**config.mk**
```make
export PLATFORM = sky130hd
export DESIGN_NAME = key_filter_pulse
export DESIGN_NICKNAME = d
export VERILOG_FILES = /design/src/rtl/key_filter_pulse.sv
export SDC_FILE = /design/constraint.sdc
export NUM_CORES = 1
export LEC_CHECK = 0
export ABC_AREA = 0
export CORE_MARGIN = 4
export CORE_UTILIZATION = 48
export DETAILED_ROUTE_END_ITERATION = 10
export GPL_TIMING_DRIVEN = 0
export PLACE_DENSITY = 0.7
export REMOVE_ABC_BUFFERS = 1
export SLEW_MARGIN = 20
export SYNTH_ARGS = -nofsm -noshare
export SYNTH_HDL_FRONTEND = slang
export SYNTH_SLANG_ARGS = --single-unit
export TNS_END_PERCENT = 1
```
**constraint.sdc**
```tcl
create_clock -name clk -period 2.5 [get_ports clk]
set_input_delay 0.5 -clock clk [delete_from_list [all_inputs] [get_ports clk]]
set_output_delay 0.5 -clock clk [all_outputs]
set_load 0.005 [all_outputs]
```
**src/rtl/key_filter_pulse.sv**
```systemverilog
// Purpose: debounce an active-low push button; one-cycle key_flag per confirmed press, plus debounced level.
// Latency: key_flag/key_state change CNT_MAX+4 rising edges after key_in is first sampled at its new stable level.
// Backpressure: none; free-running, the downstream stage must accept key_flag whenever it pulses.
//
// Ports:
//   clk       - system clock, rising edge
//   rst_n     - asynchronous active-low reset
//   key_in    - raw button level (0 = pressed), asynchronous, may bounce
//   key_flag  - registered one-cycle pulse on each confirmed press
//   key_state - registered debounced level (1 = released, 0 = pressed)
`timescale 1ns/1ps
module key_filter_pulse #(
  parameter int CNT_MAX = 999_999,
  parameter int CNT_W   = 20
) (
  input  logic clk,
  input  logic rst_n,
  input  logic key_in,
  output logic key_flag,
  output logic key_state
);

  typedef enum logic [1:0] {
    IDLE        = 2'd0,
    FILTER_DOWN = 2'd1,
    DOWN        = 2'd2,
    FILTER_UP   = 2'd3
  } state_t;

  localparam logic [CNT_W-1:0] CNT_LAST = CNT_W'(CNT_MAX);

  logic s0, s1, s2;
  logic nedge, pedge;

  state_t           state, state_nxt;
  logic [CNT_W-1:0] cnt, cnt_nxt;
  logic             key_flag_nxt;
  logic             key_state_nxt;

  // s0/s1 resolve metastability; s2 is the previous synchronised level.
  // Resetting all three high means a key held low across reset release
  // shows up as a press edge and is filtered like any other press.
  always_ff @(posedge clk or negedge rst_n) begin
    if (!rst_n) begin
      s0 <= 1'b1;
      s1 <= 1'b1;
      s2 <= 1'b1;
    end else begin
      s0 <= key_in;
      s1 <= s0;
      s2 <= s1;
    end
  end

  assign nedge = s2 & ~s1;
  assign pedge = ~s2 & s1;

  always_ff @(posedge clk or negedge rst_n) begin
    if (!rst_n) begin
      state     <= IDLE;
      cnt       <= '0;
      key_flag  <= 1'b0;
      key_state <= 1'b1;
    end else begin
      state     <= state_nxt;
      cnt       <= cnt_nxt;
      key_flag  <= key_flag_nxt;
      key_state <= key_state_nxt;
    end
  end

  // Edges are tested before the terminal count so that an edge arriving on
  // the last count cycle aborts the filter rather than confirming it.
  always_comb begin
    state_nxt     = state;
    cnt_nxt       = '0;
    key_flag_nxt  = 1'b0;
    key_state_nxt = key_state;

    unique case (state)
      IDLE: begin
        if (nedge) begin
          state_nxt = FILTER_DOWN;
        end
      end

      FILTER_DOWN: begin
        if (pedge) begin
          state_nxt = IDLE;
        end else if (cnt == CNT_LAST) begin
          state_nxt     = DOWN;
          key_flag_nxt  = 1'b1;
          key_state_nxt = 1'b0;
        end else begin
          cnt_nxt = cnt + 1'b1;
        end
      end

      DOWN: begin
        if (pedge) begin
          state_nxt = FILTER_UP;
        end
      end

      FILTER_UP: begin
        if (nedge) begin
          state_nxt = DOWN;
        end else if (cnt == CNT_LAST) begin
          // Release is reported only through the level; no pulse.
          state_nxt     = IDLE;
          key_state_nxt = 1'b1;
        end else begin
          cnt_nxt = cnt + 1'b1;
        end
      end

      default: begin
        state_nxt = IDLE;
      end
    endcase
  end

endmodule

```
# --- Word-level counts from Yosys, hierarchy flattened ---
# Index checks and enable logic that the tools add are counted.
word_totals:
  regBits: 27
  out_inout_bits: 2
  wordCells: 47
classes:
  muxes: 19
  bitwise_logic: 4
  n_addsub: 1
  eq_ne: 12
  n_reduce_logical: 4
op_table:
  columns: ["op", "n"]
  rows:
  - ["2-to-1 mux 20 bit", 3]
  - ["case mux 20 bit (2 select lines)", 1]
  - ["adder 20 x 1 -> 20 bit, second input constant", 1]
  - ["equality test 20 bit, second input constant", 1]
  - ["2-to-1 mux 2 bit", 6]
  - ["!= test 2 bit, second input constant", 6]
  - ["case mux 2 bit (4 select lines)", 1]
  - ["2-to-1 mux 1 bit", 7]
  - ["!= test 3 bit, second input constant", 2]
  - ["AND reduction 5 bit", 1]
  - ["equality test 2 bit, second input constant", 2]
  - ["AND reduction 4 bit", 1]
  - ["bitwise AND 1 bit", 2]
  - ["equality test 2 x 1 -> 1 bit, second input constant", 1]
  - ["logical NOT 2 bit", 1]
  - ["inverter 1 bit", 2]
  - ["case mux 1 bit (2 select lines)", 1]
  - ["nonzero test 2 bit", 1]

# --- Longest topological paths before layout ---
# Gate-level depths: netlist of the first run.
depth:
  depth_word: 4
  mapped_depth: 7
  mapped_depth_nobuf: 5

# --- Worst setup path after synthesis of the first run ---
# Ideal clock, no wire load.
synth_path:
  path_type: "register to register"
  startpoint: "reg cnt[7]"
  endpoint: "reg cnt[3]"
  setup_slack_ns: 0.488
  t_arrival_ns: 1.892
  path_stages_with_launch: 7
  setup_time_ns: 0.119
  synth_period_minus_slack_ns: 2.012
  required_time_ns: 2.381
  cell_sequence: "dfrtp_1 or4_1 or4_1 buf_2 o21bai_4 buf_8 nor2_2"
synth_between:
  elab_chain_cells: 4
synth_rtl:
  columns: ["item", "line_no", "rtl"]
  rows:
  - ["start, declared", "36", "logic [CNT_W-1:0] cnt, cnt_nxt;"]
  - ["start signal, assigned", "66", "cnt <= cnt_nxt;"]
  - ["equality test 20 bit (*)", "90, 108", null]
  - ["2-to-1 mux 20 bit (*)", "90, 108", null]
  - ["2-to-1 mux 20 bit, on equally long branches", "106, 88", null]
  - ["case mux 20 bit (2 select lines) (*)", "80", "unique case (state)"]
  - ["named net cnt_nxt[3]", "36", null]
# The timed path passes the listed nets; every way through them passes the cells marked *.
# A chain may end at the register's enable or synchronous reset.

# --- Final worst setup path of the first run ---
layout_path:
  startpoint: "reg cnt[7]"
  endpoint: "reg cnt[13]"
layout_between:
  elab_chain_cells: 4
layout_rtl:
  columns: ["item", "line_no"]
  rows:
  - ["adder 20 x 1 -> 20 bit / equality test 20 bit (equally long branches)", null]
  - ["2-to-1 mux 20 bit (*)", "90, 108"]
  - ["2-to-1 mux 20 bit, on equally long branches", "106, 88"]
  - ["case mux 20 bit (2 select lines) (*)", "80"]
  - ["named net cnt_nxt[13]", "36"]
# Marks and branches as above.

==> results of run 1 <==
-- cells in the mapped netlist, types with 2 or more instances --
master	instances
dfrtp_1	23
nor2_2	10
a21oi_1	9
nand3_1	8
xor2_1	8
nand2_1	6
or4_1	6
inv_1	5
nand4_1	5
o21ai_0	5
o31ai_1	5
dfstp_2	4
or3_1	4
and3_1	3
clkbuf_1	3
nor2_1	3
and2_1	2
and4_1	2
buf_2	2
mux2i_1	2
nand3b_1	2
xnor2_1	2
-- kinds of logic (layout without fill, tap and decap cells) --
group                      after synthesis  in the layout  synth area share, %
AOI/OAI and AO/OA                       23             23                11.61
buffers and inverters                   12             13                4.844
xor gates and xnor gates                10             10                6.399
and+or+nand+nor                         55             55                24.31
adders and majority gates                2              2                1.645
DFF                                     27             27                49.73
muxes                                    2              2                1.463
-- placed cells by master, fill, tap and decap left out, types with 2 or more instances in the layout --
master,count
and3_1,3
nand3b_1,2
nor2_1,3
clkdlybuf4s50_1,3
dfrtp_1,23
clkbuf_4,3
xor2_1,8
and2_1,2
o21ai_0,5
nand4_1,5
or4_1,5
o31ai_1,5
nand3_1,8
nor2_2,10
and4_1,2
nand2_1,6
xnor2_1,2
or3_1,4
mux2i_1,2
dfstp_2,4
inv_1,5
a21oi_1,9
-- metal layers --
metal | GRT usage (%) | routed length [µm] | part of all wire [%]
met1 | 19.76 | 1156 | 50
met4 | 6.364 | 44 | 1.9
met5 | 0 | 0 | 0
met2 | 22.05 | 1075 | 46
met3 | 3.145 | 59 | 2.5
-- state kept, by name, indices dropped and copies added (netlist names) --
signal     cells
key_state      1
state          2
key_flag       1
s0             1
cnt           20
s1             1
s2             1
-- stage by stage --
stage / cell area [µm²] / worst slack (ns)
4_1_cts: 1425 / 0.01677
5_1_grt: 1429 / 0.04097
6_report: 1429 / 0.1334
3_5_place_dp: 1395 / 0.03775
2_1_floorplan: 1321 / 0.2874
3_3_place_gp: 1400 / 0.06075
-- worst min-delay path by stage --
stage / start / end / slack [ns] / cells past startpoint
2_1_floorplan: rst_n / cnt[0]$_DFF_PN0_ / 0.20 / 0
3_3_place_gp: s0$_DFF_PN1_ / s1$_DFF_PN1_ / 0.35 / 0
3_5_place_dp: s0$_DFF_PN1_ / s1$_DFF_PN1_ / 0.35 / 0
4_1_cts: rst_n / cnt[18]$_DFF_PN0_ / 0.15 / 1
5_1_grt: rst_n / key_flag$_DFF_PN0_ / 0.16 / 1
6_report: rst_n / cnt[18]$_DFF_PN0_ / 0.14 / 1
-- cell type report --
class	count	area, µm²	area share, %
tap	31	38.79	2.715
sequential	27	680.7	47.64
multi-input combinational	92	625.6	43.78
inverter	5	18.77	1.313
timing repair buffer	4	35.03	2.452
clock buffer	3	22.52	1.576
clock inverter	1	7.507	0.5254
-- power breakdown --
group	leakage, µW	internal [µW]	switching (µW)
registers	0.000359	447	7.82
clock network	0.0000139	61.3	132
logic	0.000181	13.3	28.4
-- critical path: stages (launching register included) --
cell and delay [ns]:
dfrtp_1 0.47, or4_1 0.56, or4_4 0.59, o21bai_4 0.52, a21oi_1 0.09
==> report_table.html, run 1 <==
<table>
<tr><th>Metric</th><th>Value</th></tr>
<tr><th colspan="2">CTS</th></tr>
<tr><td>Worst-skew pair later-pin latency</td><td>~0.33 ns</td></tr>
<tr><td>Total setup buffers inserted after CTS</td><td>0</td></tr>
<tr><td>H-tree lvl count</td><td>1</td></tr>
<tr><td>Gates resized, CTS repair</td><td>0</td></tr>
<tr><td>CTS tree</td><td>built</td></tr>
<tr><td>Max Buffers Root-to-Sink</td><td>2</td></tr>
<tr><td>Clock root cell</td><td>clkbuf_4</td></tr>
<tr><td>Number of buffers inserted for hold repair after clock tree synthesis</td><td>0</td></tr>
<tr><td>Clock-pin slew on the worst setup and hold paths</td><td>0.16 ns</td></tr>
<tr><td>Number of CTS-inserted buffers</td><td>3</td></tr>
<tr><td>Number of clock sinks seen by CTS</td><td>27</td></tr>
<tr><th colspan="2">Place</th></tr>
<tr><td>Routability congestion estimate</td><td>0.8072</td></tr>
<tr><td>Estimated wirelength of the detail-placed design</td><td>1616 µm</td></tr>
<tr><td>Number of port buffers</td><td>4</td></tr>
<tr><td>Dpl cells</td><td>~160</td></tr>
<tr><th colspan="2">Synth</th></tr>
<tr><td>Area share of the largest cell type after synthesis</td><td>42.05%</td></tr>
<tr><td>Cell area after technology mapping</td><td>1369 µm²</td></tr>
<tr><td>Cells taking the most area after synthesis</td><td>dfrtp_1 (42%), dfstp_2 (7.7%), xor2_1 (5.1%)</td></tr>
<tr><td>Sequential fraction of the synthesis area</td><td>49.73%</td></tr>
<tr><td>Post-synth cell types</td><td>34</td></tr>
<tr><td>Mean area per synthesized cell</td><td>10.45 µm²</td></tr>
<tr><td>Number of enable flip-flop cells after synthesis</td><td>0</td></tr>
<tr><td>Instance count of the mapped netlist</td><td>131</td></tr>
<tr><td>Flip-flop and latch count after synthesis</td><td>27</td></tr>
<tr><td>Cell accounting for the most synthesized area</td><td>dfrtp_1</td></tr>
<tr><td>Warnings from Yosys</td><td>0</td></tr>
<tr><td>Post-synth ARST share</td><td>100.0%</td></tr>
<tr><td>Top_reg_cell synth</td><td>dfrtp_1</td></tr>
<tr><th colspan="2">Run</th></tr>
<tr><td>Reported max-cap violation count</td><td>0</td></tr>
<tr><th colspan="2">Global route</th></tr>
<tr><td>Final global-route overflow total</td><td>0</td></tr>
<tr><td>Gr usage total</td><td>14.46%</td></tr>
<tr><td>Largest net degree at the start of global routing</td><td>28</td></tr>
<tr><td>Global-route wire length before repair</td><td>4050 µm</td></tr>
<tr><td>Antenna violations before repair</td><td>0</td></tr>
<tr><td>Vias in the first global route</td><td>898</td></tr>
<tr><th colspan="2">Timing</th></tr>
<tr><td>Number of slew-limit violations in the final report</td><td>0</td></tr>
<tr><td>Worst slew margin relative to its limit</td><td>58.91%</td></tr>
<tr><td>Setup violation total in the final timing report</td><td>0</td></tr>
<tr><td>Max frequency</td><td>roughly 420 MHz</td></tr>
<tr><td>Measured slew at the worst slew-check pin</td><td>0.6147 ns</td></tr>
<tr><td>Minimum clock period after layout</td><td>2.367 ns</td></tr>
<tr><td>Final hold vios</td><td>0</td></tr>
<tr><td>Worst-case clock skew</td><td>0.01581 ns</td></tr>
<tr><td>RSZ-0062 raised after global routing</td><td>false</td></tr>
<tr><td>Hold Slack</td><td>between 0.1 and 0.15 ns</td></tr>
<tr><td>Sum Neg Setup Slack</td><td>0 ns</td></tr>
<tr><td>Fin crit share</td><td>94.66%</td></tr>
<tr><th colspan="2">Setup path</th></tr>
<tr><td>Data required time of the critical path</td><td>approximately 2.7 ns</td></tr>
<tr><td>First element of the critical path</td><td>cnt[7]$_DFF_PN0_</td></tr>
<tr><td>Maximum fanout along the worst path</td><td>20</td></tr>
<tr><td>Arrival @ worst endpoint</td><td>approximately 2.6 ns</td></tr>
<tr><td>Launch point of the worst reg-to-reg path</td><td>cnt[7]$_DFF_PN0_</td></tr>
<tr><td>Critical Path Source Type</td><td>flip-flop</td></tr>
<tr><td>Kind of end point of the critical path</td><td>flip-flop</td></tr>
<tr><td>Reg-to-Reg End</td><td>cnt[13]$_DFF_PN0_</td></tr>
<tr><td>Register-to-register setup slack</td><td>about 0.13 ns</td></tr>
<tr><td>Crit path capture</td><td>cnt[13]$_DFF_PN0_</td></tr>
<tr><td>Length in cells of the worst reg-to-reg path</td><td>4</td></tr>
<tr><td>Classification of the worst setup path</td><td>reg2reg</td></tr>
<tr><th colspan="2">Floorplanning</th></tr>
<tr><td>Area of the core region</td><td>~2700 µm²</td></tr>
<tr><td>Rows</td><td>19</td></tr>
<tr><td>Die height</td><td>just over 60 µm</td></tr>
<tr><td>Initial Utilization</td><td>roughly 50%</td></tr>
<tr><td>Die Width</td><td>a little over 60 µm</td></tr>
<tr><td>Num ports</td><td>5</td></tr>
<tr><td>Die Footprint</td><td>3770 µm²</td></tr>
<tr><th colspan="2">Pwr</th></tr>
<tr><td>Leakage power</td><td>about 0.00055 µW</td></tr>
<tr><td>Pwr dens</td><td>483.1 nW/µm²</td></tr>
<tr><td>Worst vdd ir</td><td>0.3621 mV</td></tr>
<tr><td>Post-layout power</td><td>690.3 µW</td></tr>
<tr><th colspan="2">Drt</th></tr>
<tr><td>Number of nets with antenna violations after detailed routing</td><td>0</td></tr>
<tr><td>Average wire length per cell after detail routing</td><td>14.33 µm</td></tr>
<tr><td>Wire length reported by the detailed router</td><td>2335 µm</td></tr>
<tr><td>Initial DRT Pass Iterations</td><td>4</td></tr>
<tr><td>DRT iter0 DRCs</td><td>32</td></tr>
<tr><td>Routed via count</td><td>between 900 and 1,000</td></tr>
<tr><td>Via count normalized by instance count</td><td>5.963</td></tr>
<tr><td>DRC viols</td><td>0</td></tr>
<tr><th colspan="2">Cells and area</th></tr>
<tr><td>Proportion of layout cells with a drive suffix above 1</td><td>17.42%</td></tr>
<tr><td>Diodes inserted</td><td>0</td></tr>
<tr><td>Finished Layout Cells</td><td>163</td></tr>
<tr><td>Number of nets in the layout</td><td>137</td></tr>
<tr><td>Filler cells</td><td>245</td></tr>
<tr><td>Final core area utilization</td><td>52.27%</td></tr>
<tr><td>Area delta synth-&gt;final</td><td>4.388%</td></tr>
<tr><th colspan="2">Worst hold path</th></tr>
<tr><td>Worst hold-check path type</td><td>in2async</td></tr>
<tr><th colspan="2">Run status</th></tr>
<tr><td>Run status</td><td>finished, final reports clean</td></tr>
</table>
(Power assumes the default switching activity.)
==> inputs of run 2 (changes only) <==
--- a/config.mk
+++ b/config.mk
@@ -7,10 +7,10 @@
 export LEC_CHECK = 0
 export ABC_AREA = 0
 export CORE_MARGIN = 4
-export CORE_UTILIZATION = 48
+export CORE_UTILIZATION = 50
 export DETAILED_ROUTE_END_ITERATION = 10
 export GPL_TIMING_DRIVEN = 0
-export PLACE_DENSITY = 0.7
+export PLACE_DENSITY = 0.72
 export REMOVE_ABC_BUFFERS = 1
 export SLEW_MARGIN = 20
 export SYNTH_ARGS = -nofsm -noshare
==> run 2 against run 1 <==
Compared with the run above:
- first-iteration DRC count down 3.1%
- clock skew is 0.0087 ns lower
- critical path depth is the same
- core utilization rose by 3.8 points
- clock power about the same
- power hardly changed
- register-to-register slack hardly changed
- clock-buffer cell count is the same
- sequential power is essentially flat
- sequential share of layout area hardly changed
- combinational power is essentially flat
==> report_table.html, run 2 (synthesis results as in run 1) <==
<table>
<tr><th>Metric</th><th>Value</th></tr>
<tr><th colspan="2">Run status</th></tr>
<tr><td>Run status</td><td>finished, final reports clean</td></tr>
<tr><th colspan="2">Pwr</th></tr>
<tr><td>Leakage power</td><td>0.0005547 µW</td></tr>
<tr><td>Pwr dens</td><td>approximately 480 nW/µm²</td></tr>
<tr><td>Post-layout power</td><td>690.1 µW</td></tr>
<tr><td>Worst vdd ir</td><td>0.3182 mV</td></tr>
<tr><th colspan="2">Global route</th></tr>
<tr><td>Global-route wire length before repair</td><td>between 4000 and 5000 µm</td></tr>
<tr><td>Vias in the first global route</td><td>between 900 and 1,000</td></tr>
<tr><td>Met1 Usage GRT</td><td>19.52%</td></tr>
<tr><td>Most Used Layer, Global Route</td><td>met2</td></tr>
<tr><td>Final global-route overflow total</td><td>0</td></tr>
<tr><td>Global-route met3 utilization</td><td>1.944%</td></tr>
<tr><td>Gr usage total</td><td>14.55%</td></tr>
<tr><td>Antenna violations before repair</td><td>0</td></tr>
<tr><td>GR Layer Usage met2</td><td>24.23%</td></tr>
<tr><td>Largest net degree at the start of global routing</td><td>28</td></tr>
<tr><th colspan="2">CTS</th></tr>
<tr><td>Worst-skew pair later-pin latency</td><td>0.32 ns</td></tr>
<tr><td>Max Buffers Root-to-Sink</td><td>2</td></tr>
<tr><td>H-tree lvl count</td><td>1</td></tr>
<tr><td>Number of clock sinks seen by CTS</td><td>27</td></tr>
<tr><td>Clock root cell</td><td>clkbuf_4</td></tr>
<tr><td>Number of CTS-inserted buffers</td><td>3</td></tr>
<tr><td>Total setup buffers inserted after CTS</td><td>0</td></tr>
<tr><td>CTS tree</td><td>built</td></tr>
<tr><td>Clock-pin slew on the worst setup and hold paths</td><td>about 0.15 ns</td></tr>
<tr><th colspan="2">Floorplanning</th></tr>
<tr><td>Die Footprint</td><td>3639 µm²</td></tr>
<tr><td>Initial Utilization</td><td>between 50% and 60%</td></tr>
<tr><td>Die height</td><td>between 60 and 70 µm</td></tr>
<tr><td>Die Width</td><td>60.32 µm</td></tr>
<tr><td>Area of the core region</td><td>2545 µm²</td></tr>
<tr><td>Num ports</td><td>5</td></tr>
<tr><td>Rows</td><td>18</td></tr>
<tr><th colspan="2">Timing</th></tr>
<tr><td>RSZ-0062 raised after global routing</td><td>false</td></tr>
<tr><td>Minimum clock period after layout</td><td>2.372 ns</td></tr>
<tr><td>Sum Neg Setup Slack</td><td>0 ns</td></tr>
<tr><td>Max frequency</td><td>approximately 420 MHz</td></tr>
<tr><td>Number of slew-limit violations in the final report</td><td>0</td></tr>
<tr><td>Fin crit share</td><td>94.87%</td></tr>
<tr><td>Final hold vios</td><td>0</td></tr>
<tr><td>Worst slew margin relative to its limit</td><td>58.29%</td></tr>
<tr><td>Setup violation total in the final timing report</td><td>0</td></tr>
<tr><td>Measured slew at the worst slew-check pin</td><td>between 0.6 and 0.7 ns</td></tr>
<tr><td>Worst-case clock skew</td><td>0.007080 ns</td></tr>
<tr><th colspan="2">Drt</th></tr>
<tr><td>DRC viols</td><td>0</td></tr>
<tr><td>Wire length reported by the detailed router</td><td>approximately 2300 µm</td></tr>
<tr><td>Routed via count</td><td>950</td></tr>
<tr><td>Via count normalized by instance count</td><td>roughly 6</td></tr>
<tr><td>DRT iter0 DRCs</td><td>31</td></tr>
<tr><td>Initial DRT Pass Iterations</td><td>4</td></tr>
<tr><td>Number of nets with antenna violations after detailed routing</td><td>0</td></tr>
<tr><td>Average wire length per cell after detail routing</td><td>14.06 µm</td></tr>
<tr><th colspan="2">Cells and area</th></tr>
<tr><td>Largest registers</td><td>cnt x20, state x2</td></tr>
<tr><td>Sequential standard cell area</td><td>680.7 µm²</td></tr>
<tr><td>Area delta synth-&gt;final</td><td>4.296%</td></tr>
<tr><td>Area taken by multi-input logic gates</td><td>625.6 µm²</td></tr>
<tr><td>Final core area utilization</td><td>56.10%</td></tr>
<tr><td>Flip-flop count of the largest register, all copies and words added</td><td>20</td></tr>
<tr><td>Diodes inserted</td><td>0</td></tr>
<tr><td>Most flop-heavy register</td><td>cnt</td></tr>
<tr><td>Final non-filler cell area</td><td>1428 µm²</td></tr>
<tr><td>Filler cells</td><td>226</td></tr>
<tr><td>Leading cell type in the layout, fill and taps excluded</td><td>dfrtp_1</td></tr>
<tr><td>Top library cells by usage in the layout, fill and taps aside</td><td>dfrtp_1 (23), nor2_2 (10), a21oi_1 (9), nand3_1 (8), xor2_1 (8)</td></tr>
<tr><td>Number of nets in the layout</td><td>137</td></tr>
<tr><td>Proportion of layout cells with a drive suffix above 1</td><td>17.42%</td></tr>
<tr><th colspan="2">Setup path</th></tr>
<tr><td>Critical-path cell list</td><td>or4_1 &gt; or4_4 &gt; o21bai_4 &gt; nor2_1</td></tr>
<tr><td>Critical Path Source Type</td><td>flip-flop</td></tr>
<tr><td>Data required time of the critical path</td><td>roughly 2.7 ns</td></tr>
<tr><td>Arrival @ worst endpoint</td><td>2.57 ns</td></tr>
<tr><td>Peak per-stage delay on the critical path</td><td>0.59 ns</td></tr>
<tr><td>Critical-path top delay cell</td><td>or4_4</td></tr>
<tr><td>Maximum fanout along the worst path</td><td>20</td></tr>
<tr><td>Classification of the worst setup path</td><td>reg2reg</td></tr>
<tr><td>Kind of end point of the critical path</td><td>flip-flop</td></tr>
<tr><th colspan="2">Place</th></tr>
<tr><td>Routability congestion estimate</td><td>0.7711</td></tr>
<tr><td>Standard cell area after detailed placement</td><td>1394 µm²</td></tr>
<tr><td>Number of port buffers</td><td>4</td></tr>
<tr><td>Estimated wirelength of the detail-placed design</td><td>1621 µm</td></tr>
<tr><th colspan="2">Run</th></tr>
<tr><td>Reported max-cap violation count</td><td>0</td></tr>
<tr><th colspan="2">Worst hold path</th></tr>
<tr><td>Worst hold-check path type</td><td>in2async</td></tr>
</table>
[run 2: cell counts in the layout (fill, tap and decap cells not counted)]
Identical to the previous run, type by type.
[run 2: timing repair]
item                                    in CTS  in global routing
hold endpoints to repair                     0                  0
endpoints found under the setup margin       0                 18
hold buffers                                 0                  0
resized for setup                            0                  1
[run 2: layout make-up]
class / count / share of cell area, %
Timing Repair Buffer: 4 / 2.454
Tap cell: 30 / 2.629
Inverter: 5 / 1.315
Clock inverter: 1 / 0.5259
Clock buffer: 3 / 1.578
Sequential cell: 27 / 47.68
Multi-Input combinational cell: 92 / 43.82
[run 2: per-layer routing]
layer	up-vias	part of all wire, %
li1	473	-
met1	468	50
met2	7	47
met3	2	1.8
met5	-	0
met4	0	0.66
[run 2: worst paths after layout]
| kind | startpoint | end | slack, ns | cells past startpoint |
|---|---|---|---|---|
| max | cnt[7]$_DFF_PN0_ | cnt[2]$_DFF_PN0_ | 0.13 | 4 |
| min | rst_n | cnt[17]$_DFF_PN0_ | 0.14 | 1 |
| max reg2reg | cnt[7]$_DFF_PN0_ | cnt[2]$_DFF_PN0_ | 0.13 | 4 |
| min reg2reg | s0$_DFF_PN1_ | s1$_DFF_PN1_ | 0.37 | 0 |
| max in group asynchronous | rst_n | s0$_DFF_PN1_ | 1.98 | 1 |
| min in group clk | s0$_DFF_PN1_ | s1$_DFF_PN1_ | 0.37 | 0 |
[run 2: power by group]
group	internal, µW	total [µW]	switching (µW)	leakage [µW]
logic	13.4	42.0	28.6	0.000181
registers	447	455	8.04	0.000359
clock network	61.1	193	132	0.0000139
[run 2: critical path, delay by kind of cell, from the launching register on]
family           cells  cell delay [ns]
AND/OR/NAND/NOR      3             1.25
AO/OA/AOI/OAI        1             0.53
flip-flops           1             0.47
[run 2: stage by stage]
| step | worst slack [ns] | hold WS (ns) | std cells |
|---|---|---|---|
| 2_1_floorplan | 0.2874 | 0.2044 | 124 |
| 3_3_place_gp | 0.05082 | 0.3471 | 158 |
| 3_5_place_dp | 0.03327 | 0.3478 | 158 |
| 4_1_cts | 0.01105 | 0.1563 | 162 |
| 5_1_grt | 0.05469 | 0.1692 | 162 |
| 6_report | 0.1283 | 0.1413 | 162 |
